**src/rtl/johnson_decoder.sv**
```systemverilog
// rtl/johnson_decoder.sv - Johnson code word decoder with successor checking, lock FSM and error counter.
module johnson_decoder #(
  parameter int WIDTH      = 4,
  parameter int LOCK_COUNT = 3,
  parameter int ERR_W      = 8,
  localparam int IDX_W     = $clog2(2 * WIDTH)
) (
  input  logic             clk,
  input  logic             rst,
  input  logic             in_valid,
  input  logic [WIDTH-1:0] code_in,
  input  logic             err_clr,
  output logic             out_valid,
  output logic [IDX_W-1:0] index,
  output logic             illegal,
  output logic             seq_err,
  output logic             wrap,
  output logic             locked,
  output logic [ERR_W-1:0] err_count
);

  localparam int M    = 2 * WIDTH;
  localparam int GC_W = $clog2(LOCK_COUNT + 1);
  localparam logic [WIDTH-1:0] ALL_ONES = '1;
  localparam logic [ERR_W-1:0] ERR_MAX  = '1;
  localparam logic [IDX_W-1:0] LAST_IDX = IDX_W'(M - 1);

  typedef enum logic [1:0] {IDLE, TRACK, LOCKED} state_t;

  state_t           state;
  logic [IDX_W-1:0] ref_idx;
  logic [GC_W-1:0]  gcnt;

  logic             legal;
  logic [IDX_W-1:0] dec_idx;
  logic [IDX_W-1:0] succ_idx;
  logic [GC_W-1:0]  gcnt_inc;
  logic             is_succ;
  logic             is_rep;
  logic             bad_seq;
  logic             err_inc;

  // Each index k < WIDTH has one MSB-filled pattern; the LSB-filled patterns cover the upper half.
  always_comb begin
    legal   = 1'b0;
    dec_idx = '0;
    for (int k = 0; k < WIDTH; k++) begin
      if (code_in == ~(ALL_ONES >> k)) begin
        legal   = 1'b1;
        dec_idx = IDX_W'(k);
      end
      if (code_in == (ALL_ONES >> (WIDTH - 1 - k))) begin
        legal   = 1'b1;
        dec_idx = IDX_W'(M - 1 - k);
      end
    end
  end

  assign succ_idx = (ref_idx == LAST_IDX) ? '0 : ref_idx + 1'b1;
  assign gcnt_inc = gcnt + 1'b1;
  assign is_succ  = legal && (state != IDLE) && (dec_idx == succ_idx);
  assign is_rep   = legal && (state != IDLE) && (dec_idx == ref_idx);
  assign bad_seq  = legal && (state != IDLE) && !is_succ && !is_rep;
  assign err_inc  = in_valid && (!legal || bad_seq);

  always_ff @(posedge clk or posedge rst) begin
    if (rst) begin
      state     <= IDLE;
      ref_idx   <= '0;
      gcnt      <= '0;
      out_valid <= 1'b0;
      index     <= '0;
      illegal   <= 1'b0;
      seq_err   <= 1'b0;
      wrap      <= 1'b0;
      locked    <= 1'b0;
      err_count <= '0;
    end else begin
      out_valid <= in_valid;
      illegal   <= 1'b0;
      seq_err   <= 1'b0;
      wrap      <= 1'b0;
      if (in_valid) begin
        index   <= legal ? dec_idx : '0;
        illegal <= !legal;
        if (!legal) begin
          state  <= IDLE;
          gcnt   <= '0;
          locked <= 1'b0;
        end else if (state == IDLE) begin
          ref_idx <= dec_idx;
          gcnt    <= '0;
          state   <= TRACK;
          locked  <= 1'b0;
        end else if (is_succ) begin
          ref_idx <= dec_idx;
          wrap    <= (ref_idx == LAST_IDX);
          // gcnt stays at LOCK_COUNT once locked, so only TRACK advances it
          if (state == TRACK) begin
            gcnt <= gcnt_inc;
            if (gcnt_inc == GC_W'(LOCK_COUNT)) begin
              state  <= LOCKED;
              locked <= 1'b1;
            end
          end
        end else if (bad_seq) begin
          seq_err <= 1'b1;
          ref_idx <= dec_idx;
          gcnt    <= '0;
          state   <= TRACK;
          locked  <= 1'b0;
        end
      end
      if (err_clr) begin
        err_count <= '0;
      end else if (err_inc && (err_count != ERR_MAX)) begin
        err_count <= err_count + 1'b1;
      end
    end
  end

endmodule

```
**config.mk**
```make
export PLATFORM = sky130hd
export DESIGN_NAME = johnson_decoder
export DESIGN_NICKNAME = d
export VERILOG_FILES = /design/src/rtl/johnson_decoder.sv
export SDC_FILE = /design/constraint.sdc
export NUM_CORES = 1
export LEC_CHECK = 0
export ABC_AREA = 1
export ABC_CLOCK_PERIOD_IN_PS = 2000
export BUFFER_PORTS_ARGS = -buffer_cell sky130_fd_sc_hd__buf_2
export CAP_MARGIN = 15
export CORE_UTILIZATION = 27
export CTS_CLUSTER_SIZE = 24
export DETAILED_ROUTE_END_ITERATION = 10
export SLEW_MARGIN = 0
export SYNTH_ARGS = -nofsm -noshare
export SYNTH_HDL_FRONTEND = slang
export SYNTH_SLANG_ARGS = --single-unit
```
**constraint.sdc**
```tcl
create_clock -name clk -period 2 [get_ports clk]
set_input_delay 0.6 -clock clk [delete_from_list [all_inputs] [get_ports clk]]
set_output_delay 0.6 -clock clk [all_outputs]
set_load 0.02 [all_outputs]
```
# After elaboration in Yosys (flattened, before gate mapping)
# Cells that the tools add are included.
[totals] out_inout_bits=16 in_bits=8 regBits=23
[op_classes] reduce_logical=19 n_eq_ne=16 muxes=49 addsub=3
[op_table] cell="$mux W3" n=12
[op_table] cell="$mux W1" n=24
[op_table] cell="$mux W2" n=11
[op_table] cell="$eq A4 B4 Y1 const B" n=4
[op_table] cell="$mux W8" n=2
[op_table] cell="$add A8 B1 Y8 const B" n=1
[op_table] cell="$ne A4 B2 Y1 const B" n=2
[op_table] cell="$ne A8 B8 Y1 const B" n=1
[op_table] cell="$logic_and A1 B1 Y1" n=7
[op_table] cell="$eq A3 B3 Y1" n=2
[op_table] cell="$reduce_and A3 Y1" n=2
[op_table] cell="$eq A4 B1 Y1 const B" n=1
[op_table] cell="$eq A4 B2 Y1 const B" n=1
[op_table] cell="$eq A4 B3 Y1 const B" n=1
[op_table] cell="$logic_not A4 Y1" n=1
[op_table] cell="$ne A4 B1 Y1 const B" n=1
[op_table] cell="$reduce_and A4 Y1" n=1
[op_table] cell="$reduce_bool A2 Y1" n=2
[op_table] cell="$add A3 B1 Y3 const B" n=1
[op_table] cell="$eq A3 B3 Y1 const B" n=1
[op_table] cell="$logic_not A1 Y1" n=3
[op_table] cell="$reduce_bool A3 Y1" n=1
[op_table] cell="$add A2 B1 Y2 const B" n=1
[op_table] cell="$eq A2 B1 Y1 const B" n=1
[op_table] cell="other kinds (3)" n=3

# Logic depth before layout (Yosys ltp)
# Gate-level depths: netlist (run 1).
[logic_depth] ltp_word=19 mapped_depth=14

# Worst setup path after synthesis (run 1)
# Ideal clock, no wire load.
[synth_timing] path_kind="reg2reg" startpoint="register ref_idx[0]" endpoint="register ref_idx[0]" t_arrival_ns=1.647 period_less_slack_ns=1.764 stages_incl_launch_ff=12 slack_ns=0.236 setup_time_ns=0.117 path_cell_list="dfrtp_1 > ha_1 > ha_1 > nand3b_1 > nand2_2 > nand3_4 > nor2_4 > inv_2 > nand3_2 > nand2_1 > nand2_1 > nand2_1"
[synth_between] elab_chain_cells=9 word_cells_on_any_way=15 cone_classes="1 x add/sub; 3 x eq/ne; 3 x mux; 8 x reduce/logical"
[synth_lines] element="start: declaration" line="31" rtl="logic [IDX_W-1:0] ref_idx;"
[synth_lines] element="start signal: assignment" line="91" rtl="ref_idx <= dec_idx;"
[synth_lines] element="start signal: assignment" line="96" rtl="ref_idx <= dec_idx;"
[synth_lines] element="start signal: assignment" line="108" rtl="ref_idx <= dec_idx;"
[synth_lines] element="$add A3 B1 Y3 / $eq A3 B3 Y1 (equally long branches)" line="59" rtl="assign succ_idx = (ref_idx == LAST_IDX) ? '0 : ref_idx + 1'b1;"
[synth_lines] element="$mux W3" line="59"
[synth_lines] element="$eq A3 B3 Y1" line="61" rtl="assign is_succ = legal && (state != IDLE) && (dec_idx == succ_idx);"
[synth_lines] element="$logic_and A1 B1 Y1" line="61"
[synth_lines] element="$logic_not A1 Y1" line="63" rtl="assign bad_seq = legal && (state != IDLE) && !is_succ && !is_rep;"
[synth_lines] element="$logic_and A1 B1 Y1 (2 in a row)" line="63"
[synth_lines] element="$reduce_bool A3 Y1 (no line)"
[synth_lines] element="$reduce_and A3 Y1 (no line)"
# Several ways; a longest one is shown, not always the timed one.
# A chain may end at the register's enable or synchronous reset.

# Worst setup path after layout (run 1)
[layout_timing] startpoint="register ref_idx[0]" endpoint="register ref_idx[1]"
# The elaborated chain is that of the path after synthesis.

==> reports/metrics.yaml, run 1 <==
detailed_routing:
  drtAntennaViolNets: 0
  routed_wl_mm: 2.818
  drt_iter0_drc: 64
  first_pass_iters: 4
  vias: 1248
  drc: 0
  post_drt_wl_per_cell_um: 10.03
  viasPerCell: 4.441
timing:
  finClkSkew_ps: 2.470
  finalSetupViolations: 0
  fmax_ghz: 0.5385
  maxSlewViolCount: 0
  period_needed_ps: 1857
  max_slew_margin_pct: 70.83
  worstMarginPinSlew_ps: 437.0
  fin_ws_ps: 143.0
  finalCritPeriodShare_pct: 92.85
  grt_setup_unrepaired: "yes"
  hold_viol: 0
yosys:
  synth_seq_area_share_pct: 40.97
  synth_fp_nets: 190
  synth.distinct_cells: 26
  synth_area_sq_mm: 0.001344
  yosysTopAreaCell: "dfrtp_1"
  synthMuxAreaShare_pct: 0
  synthSimpleGateAreaFrac_pct: 40.13
  synth_compound_area_share_pct: 3.724
  ys_ff_latch: 22
  synth_top_area_share_pct: 40.97
  postSynthAreaPerCell_sq_um: 7.549
  synthAdderAreaFrac_pct: 3.724
  ys_top_cells_by_area: "dfrtp_1 41%, nand2_1 13%, nand3_1 8.9%"
  netlist_instances: 178
  synth_top_family_by_area: "simple AND/OR/NAND/NOR gates"
  ys_warn_count: 0
  synth_xor_area_share_pct: 3.911
die:
  start_util_pct: 28.26
  fp.dieArea_sq_mm: 0.005263
  core_sq_mm: 0.004755
  num_rows: 25
  die_w_um: 72.55
  pin_count: 24
  die_height_um: 72.55
worst_setup_path:
  worstPathArrival_ps: 2010
  critical-path-slowest-cell: "dfrtp_1"
  crit_path_max_fanout: 4
  reg2reg_from: "ref_idx[0]"
  reg2reg_to: "ref_idx[1]"
  crit_type: "register to register"
  cp_cell_sequence: "ha_1, ha_1, nand3b_1, nand2_2, nand3_4, nand3_1, nand3_2, buf_4, nand3_1, nand2_1"
  rrSetupSlack_ps: 140
  start_kind: "register"
  required_ps: 2150
  crit_path_max_incr_delay_ps: 400
  worstSetupEndpointType: "register"
  startpoint: "ref_idx[0]"
  rr_worst_depth: 10
global_routing:
  overflow: 0
  grt_pass1_wl_mm: 4.809
  first_global_vias: 1117
  grt_max_degree: 23
  grtUsageTotal_pct: 11.63
  antenna_found_initial: 0
power_and_ir_drop:
  pwr-share-comb_pct: 35.9
  switchingPower_uw: 456.1
  switching_share_pct: 34.95
  p_leak_uw: 0.0009501
  power_density_mw_per_mm2: 772.1
  ir_worst_vdd_uv: 264.7
  p_int_uw: 848.9
  power.share.sequential_pct: 40.6
  total_power_uw: 1305
  pwr-share-clk_pct: 23.6
cts:
  cts_buffers: 3
  clock_latency_ps: 260
  htree_num_levels: 1
  clock_sinks: 22
  hold_buffers: 0
  path_clk_slew_ps: 70
  cts_buffer_depth: 2
  cts-root-buf: "clkbuf_8"
  cts_tree: "built"
finish:
  stdcell_count: 281
  nets: 227
  drive_gt1_share_pct: 26.64
  area_growth_pct: 25.79
  fin_util_pct: 35.55
  diodes: 0
  final_common_cell: "nand2_1"
  final_cell_mix: "43 x nand2_1, 23 x nand3_1, 23 x buf_2, 22 x dfrtp_1, 21 x inv_1"
place:
  globalplace.congestion: 0.8144
  port_buffers: 23
  place_ws_ps: -6.640
  placed_cells: 276
  hpwl_mm: 2.219
min_path:
  min_path_type: "input port to asynchronous set/reset pin"
run_status:
  status: "complete, no violations"
run:
  cap_violations: 0
## cells by family after synthesis
group                    Yosys count
AND/OR/NAND/NOR                  110
buffers and inverters             27
flip-flops                        22
AO/OA/AOI/OAI                      9
XOR/XNOR                           6
adder cells (fa/ha/maj)            4
## metrics by stage
stage	TNS [ps]	hold slack, ps	area, sq um
6_report	0	362.3	1690
3_5_place_dp	-6.999	465.9	1610
4_1_cts	0	365.8	1665
3_3_place_gp	0	463.7	1610
5_1_grt	-32.43	391.7	1690
2_1_floorplan	0	442.9	1344
## routing by layer
metal,share of wire [%],track usage [%],wire (um),up-vias
met1,47,14.70,1319,571
met5,0,0,0,-
li1,-,-,-,652
met3,3.1,2.778,86,4
met2,48,19.31,1361,21
met4,1.7,4.139,49,0
## critical path: cells and delay by family (launching register included)
kind	cells	cell delay, ps
AND/OR/NAND/NOR	7	720
flip-flops	1	400
adder cells (fa/ha/maj)	2	480
buffers and inverters	1	160
## power groups by stage
stage	clock network, uW	registers [uW]	logic [uW]
2_1_floorplan	0	560	299
3_3_place_gp	0	539	449
3_5_place_dp	0	539	452
4_1_cts	317	530	454
5_1_grt	341	534	531
6_report	308	529	468
## synth_stat cells
master	instances
o211ai_1	1
or2_0	1
nand3_4	1
nand4_1	10
nor3_1	2
nand3_1	24
nand3b_1	2
a21oi_1	2
a31oi_1	2
xnor2_1	1
inv_1	21
nor2_2	1
nand2_1	45
ha_1	4
o21ai_1	1
or2_1	1
clkinv_1	1
nor2_1	12
inv_2	3
clkbuf_1	2
o21ai_0	3
xor2_1	5
nor2_4	1
nand2_2	8
dfrtp_1	22
nand3_2	2
## final cells by class
cell class	count	area, sq um
sequential	22	550.5
inverter	25	93.84
tap	67	83.83
clock buffer	4	55.05
timing repair buffer	34	197.7
fill	516	3064
multi-input combinational	129	709.4
## flip-flops by register name (all words and copies together), names as in the netlist
register / flops
err_count: 8
index: 3
ref_idx: 3
gcnt: 2
illegal: 1
locked: 1
out_valid: 1
seq_err: 1
state: 1
wrap: 1
## what timing repair did
action | 4_1_cts | 5_1_grt
resized for setup | 0 | 5
endpoints found under the hold margin | 0 | 0
setup buffers | 0 | 1
setup endpoints to repair | 0 | 14
## worst max path at each step
stage	endpoint	slack, ps
after floorplan	ref_idx[0]	240
after global placement	err_count[0]	20
after CTS	err_count[0]	110
after detailed placement	err_count[5]	-7
final	ref_idx[1]	140
after global routing	err_count[4]	-10
No activity file was read; power rests on OpenSTA's default activity.
==> run 2, diff against run 1 <==
--- a/config.mk
+++ b/config.mk
@@ -7,11 +7,13 @@
 export LEC_CHECK = 0
 export ABC_AREA = 1
 export ABC_CLOCK_PERIOD_IN_PS = 2000
-export BUFFER_PORTS_ARGS = -buffer_cell sky130_fd_sc_hd__buf_2
 export CAP_MARGIN = 15
+export CORE_ASPECT_RATIO = 0.8
 export CORE_UTILIZATION = 27
 export CTS_CLUSTER_SIZE = 24
 export DETAILED_ROUTE_END_ITERATION = 10
+export DONT_BUFFER_PORTS = 1
+export RECOVER_POWER = 100
 export SLEW_MARGIN = 0
 export SYNTH_ARGS = -nofsm -noshare
 export SYNTH_HDL_FRONTEND = slang
==> reports/metrics.yaml, run 2 (synthesis results as in run 1) <==
worst_setup_path:
  cp_cell_sequence: "ha_2, ha_4, inv_1, nand2_1, nand3_1, nand2_2, nand3_4, nand3_1, buf_4, nand3_2, nand2_1, nand2_1, nand2_1"
  crit_family: "simple AND/OR/NAND/NOR gates"
  worstSetupEndpointType: "register"
  required_ps: 2150  # about the same
  rrSetupSlack_ps: 140  # about the same
  crit_type: "register to register"
  reg2reg_from: "ref_idx[0]"
  critical-path-slowest-cell: "dfrtp_1"
  cp-endpoint: "ref_idx[0]"
  startpoint: "ref_idx[0]"
  crit_path_max_fanout: 4  # unchanged
  start_kind: "register"
  path_buf_inv: 2  # +1
  crit_path_max_incr_delay_ps: 390  # about the same
  cp_common_cell: "nand2_1"
  reg2reg_to: "ref_idx[0]"
  rr_worst_depth: 13  # +3
  crit_cells: 13  # +3
  worstPathArrival_ps: 2010  # about the same
timing:
  hold_viol: 0  # unchanged
  finClkSkew_ps: 9.252  # +6.782 ps
  fmax_ghz: 0.5378  # -0.14%
  finalCritPeriodShare_pct: 92.98  # +0.13 points
  grt_setup_unrepaired: "no"
  setup_tns_ps: 0  # unchanged
  worstMarginPinSlew_ps: 1196  # +759.3 ps
  max_slew_margin_pct: 20.25  # -51 points
  maxSlewViolCount: 0  # unchanged
  period_needed_ps: 1860  # +2.590 ps
  finalSetupViolations: 0  # unchanged
global_routing:
  grt_pass1_wl_mm: 5.078  # +5.6%
  first_global_vias: 1093  # -2.1%
  grt_max_degree: 23  # unchanged
  overflow: 0  # unchanged
  antenna_found_initial: 0  # unchanged
  grtUsageTotal_pct: 12.38  # +0.75 points
detailed_routing:
  vias: 1158  # -7.2%
  wl_met3_um: 172  # +100%
  post_drt_wl_per_cell_um: 11.72  # +17%
  wl_met1_mm: 1.450  # +9.9%
  viasPerCell: 4.614  # +3.9%
  drc: 0  # unchanged
  drtAntennaViolNets: 0  # unchanged
  drt_iter0_drc: 102  # +59%
  routed_wl_mm: 2.941  # +4.4%
  first_pass_iters: 4  # unchanged
  highest_layer: "met4"
  route.met2.wl_mm: 1.304  # -4.2%
finish:
  nets: 204  # -10%
  fin_util_pct: 33.10  # -2.5 points
  reg_top3: "err_count (8), index (3), ref_idx (3)"
  multiInputGateArea_sq_um: 701.9  # -1.1%
  n_fill_cell: 503  # -2.5%
  largest_reg_flops: 8  # unchanged
  seq_area_sq_um: 550.5  # unchanged
  drive_gt1_share_pct: 12.57  # -14 points
  final_cell_mix: "46 x nand2_1, 24 x nand3_1, 22 x dfrtp_1, 21 x inv_1, 13 x nor2_1"
  area_growth_pct: 15.27
  largest_register: "err_count"
  final_common_cell: "nand2_1"
  diodes: 0  # unchanged
cts:
  hold_buffers: 0  # unchanged
  cts_buffer_depth: 2  # unchanged
  path_clk_slew_ps: 80  # about the same
  cts-root-buf: "clkbuf_8"
  clock_sinks: 22  # unchanged
  cts_tree: "built"
  clock_latency_ps: 260  # about the same
  htree_num_levels: 1  # unchanged
  cts_buffers: 3  # unchanged
place:
  globalplace.congestion: 0.8881  # +9.0%
  port_buffers: 0  # -100%
  hpwl_mm: 2.234  # +0.69%
die:
  die_height_um: 65.10  # -10%
  core_sq_mm: 0.004679  # -1.6%
  die_w_um: 80.88  # +11%
  pin_count: 24  # unchanged
  fp.dieArea_sq_mm: 0.005265  # about the same
  start_util_pct: 28.72  # +0.45 points
  num_rows: 22  # -12%
power_and_ir_drop:
  p_leak_uw: 0.0008136  # -14%
  power_density_mw_per_mm2: 895.5  # +16%
  ir_worst_vdd_uv: 256.3  # -3.2%
run:
  cap_violations: 0  # unchanged
min_path:
  min_path_type: "input port to register"
run_status:
  status: "complete, no violations"
[run 2: cell count changes in the layout (fill, tap and decap cells not counted), sizes merged]
cell / delta
clkbuf: +6
bufinv: +1
buf: -30
[run 2: cell type report]
type / instances / share of cell area (%)
clock inverters: 1 / 1.939
repair buffers: 11 / 3.635
inverters: 25 / 6.058
flip-flops and latches: 22 / 35.54
multi-input cells: 129 / 45.31
well taps: 60 / 4.847
clock buffers: 3 / 2.666
[run 2: worst min path at each step]
stage,from,end,depth (start not counted)
detailed placement,state[0],state[0],2
floorplan,state[0],state[0],2
CTS,rst,err_count[1],2
finish,in_valid,out_valid,0
global route,in_valid,out_valid,0
global placement,state[0],state[0],2
[run 2: routing by layer]
metal | global-route usage [%] | vias up
met4 | 2.009 | 0
met1 | 16.21 | 526
li1 | - | 606
met3 | 5.000 | 2
met2 | 19.33 | 24
met5 | 0 | -
[run 2: power by group]
group | leakage, uW | internal, uW | switching (uW)
Clock | 0.0000357 | 267 | 145
Sequential | 0.000293 | 492 | 53.9
Combinational | 0.000485 | 160 | 270
Total | 0.000814 | 919 | 468
[run 2: stage by stage]
stage / power (uW) / std cells / hold WS (ps) / setup slack [ps] / area [sq um]
after floorplan: 858.2 / 178 / 442.9 / 236.1 / 1344
after global placement: 967.8 / 246 / 460.2 / 109.0 / 1486
after detailed placement: 975.2 / 246 / 483.4 / 64.42 / 1486
after CTS: 1396 / 250 / 264.7 / 63.43 / 1558
after global routing: 1487 / 251 / 335.4 / 10.28 / 1549
final: 1387 / 251 / 356.9 / 140.4 / 1549
[run 2: what timing repair did]
item                                    CTS  global route
gates resized for setup                   0             4
endpoints found under the setup margin    0            14
setup buffers                             0             1
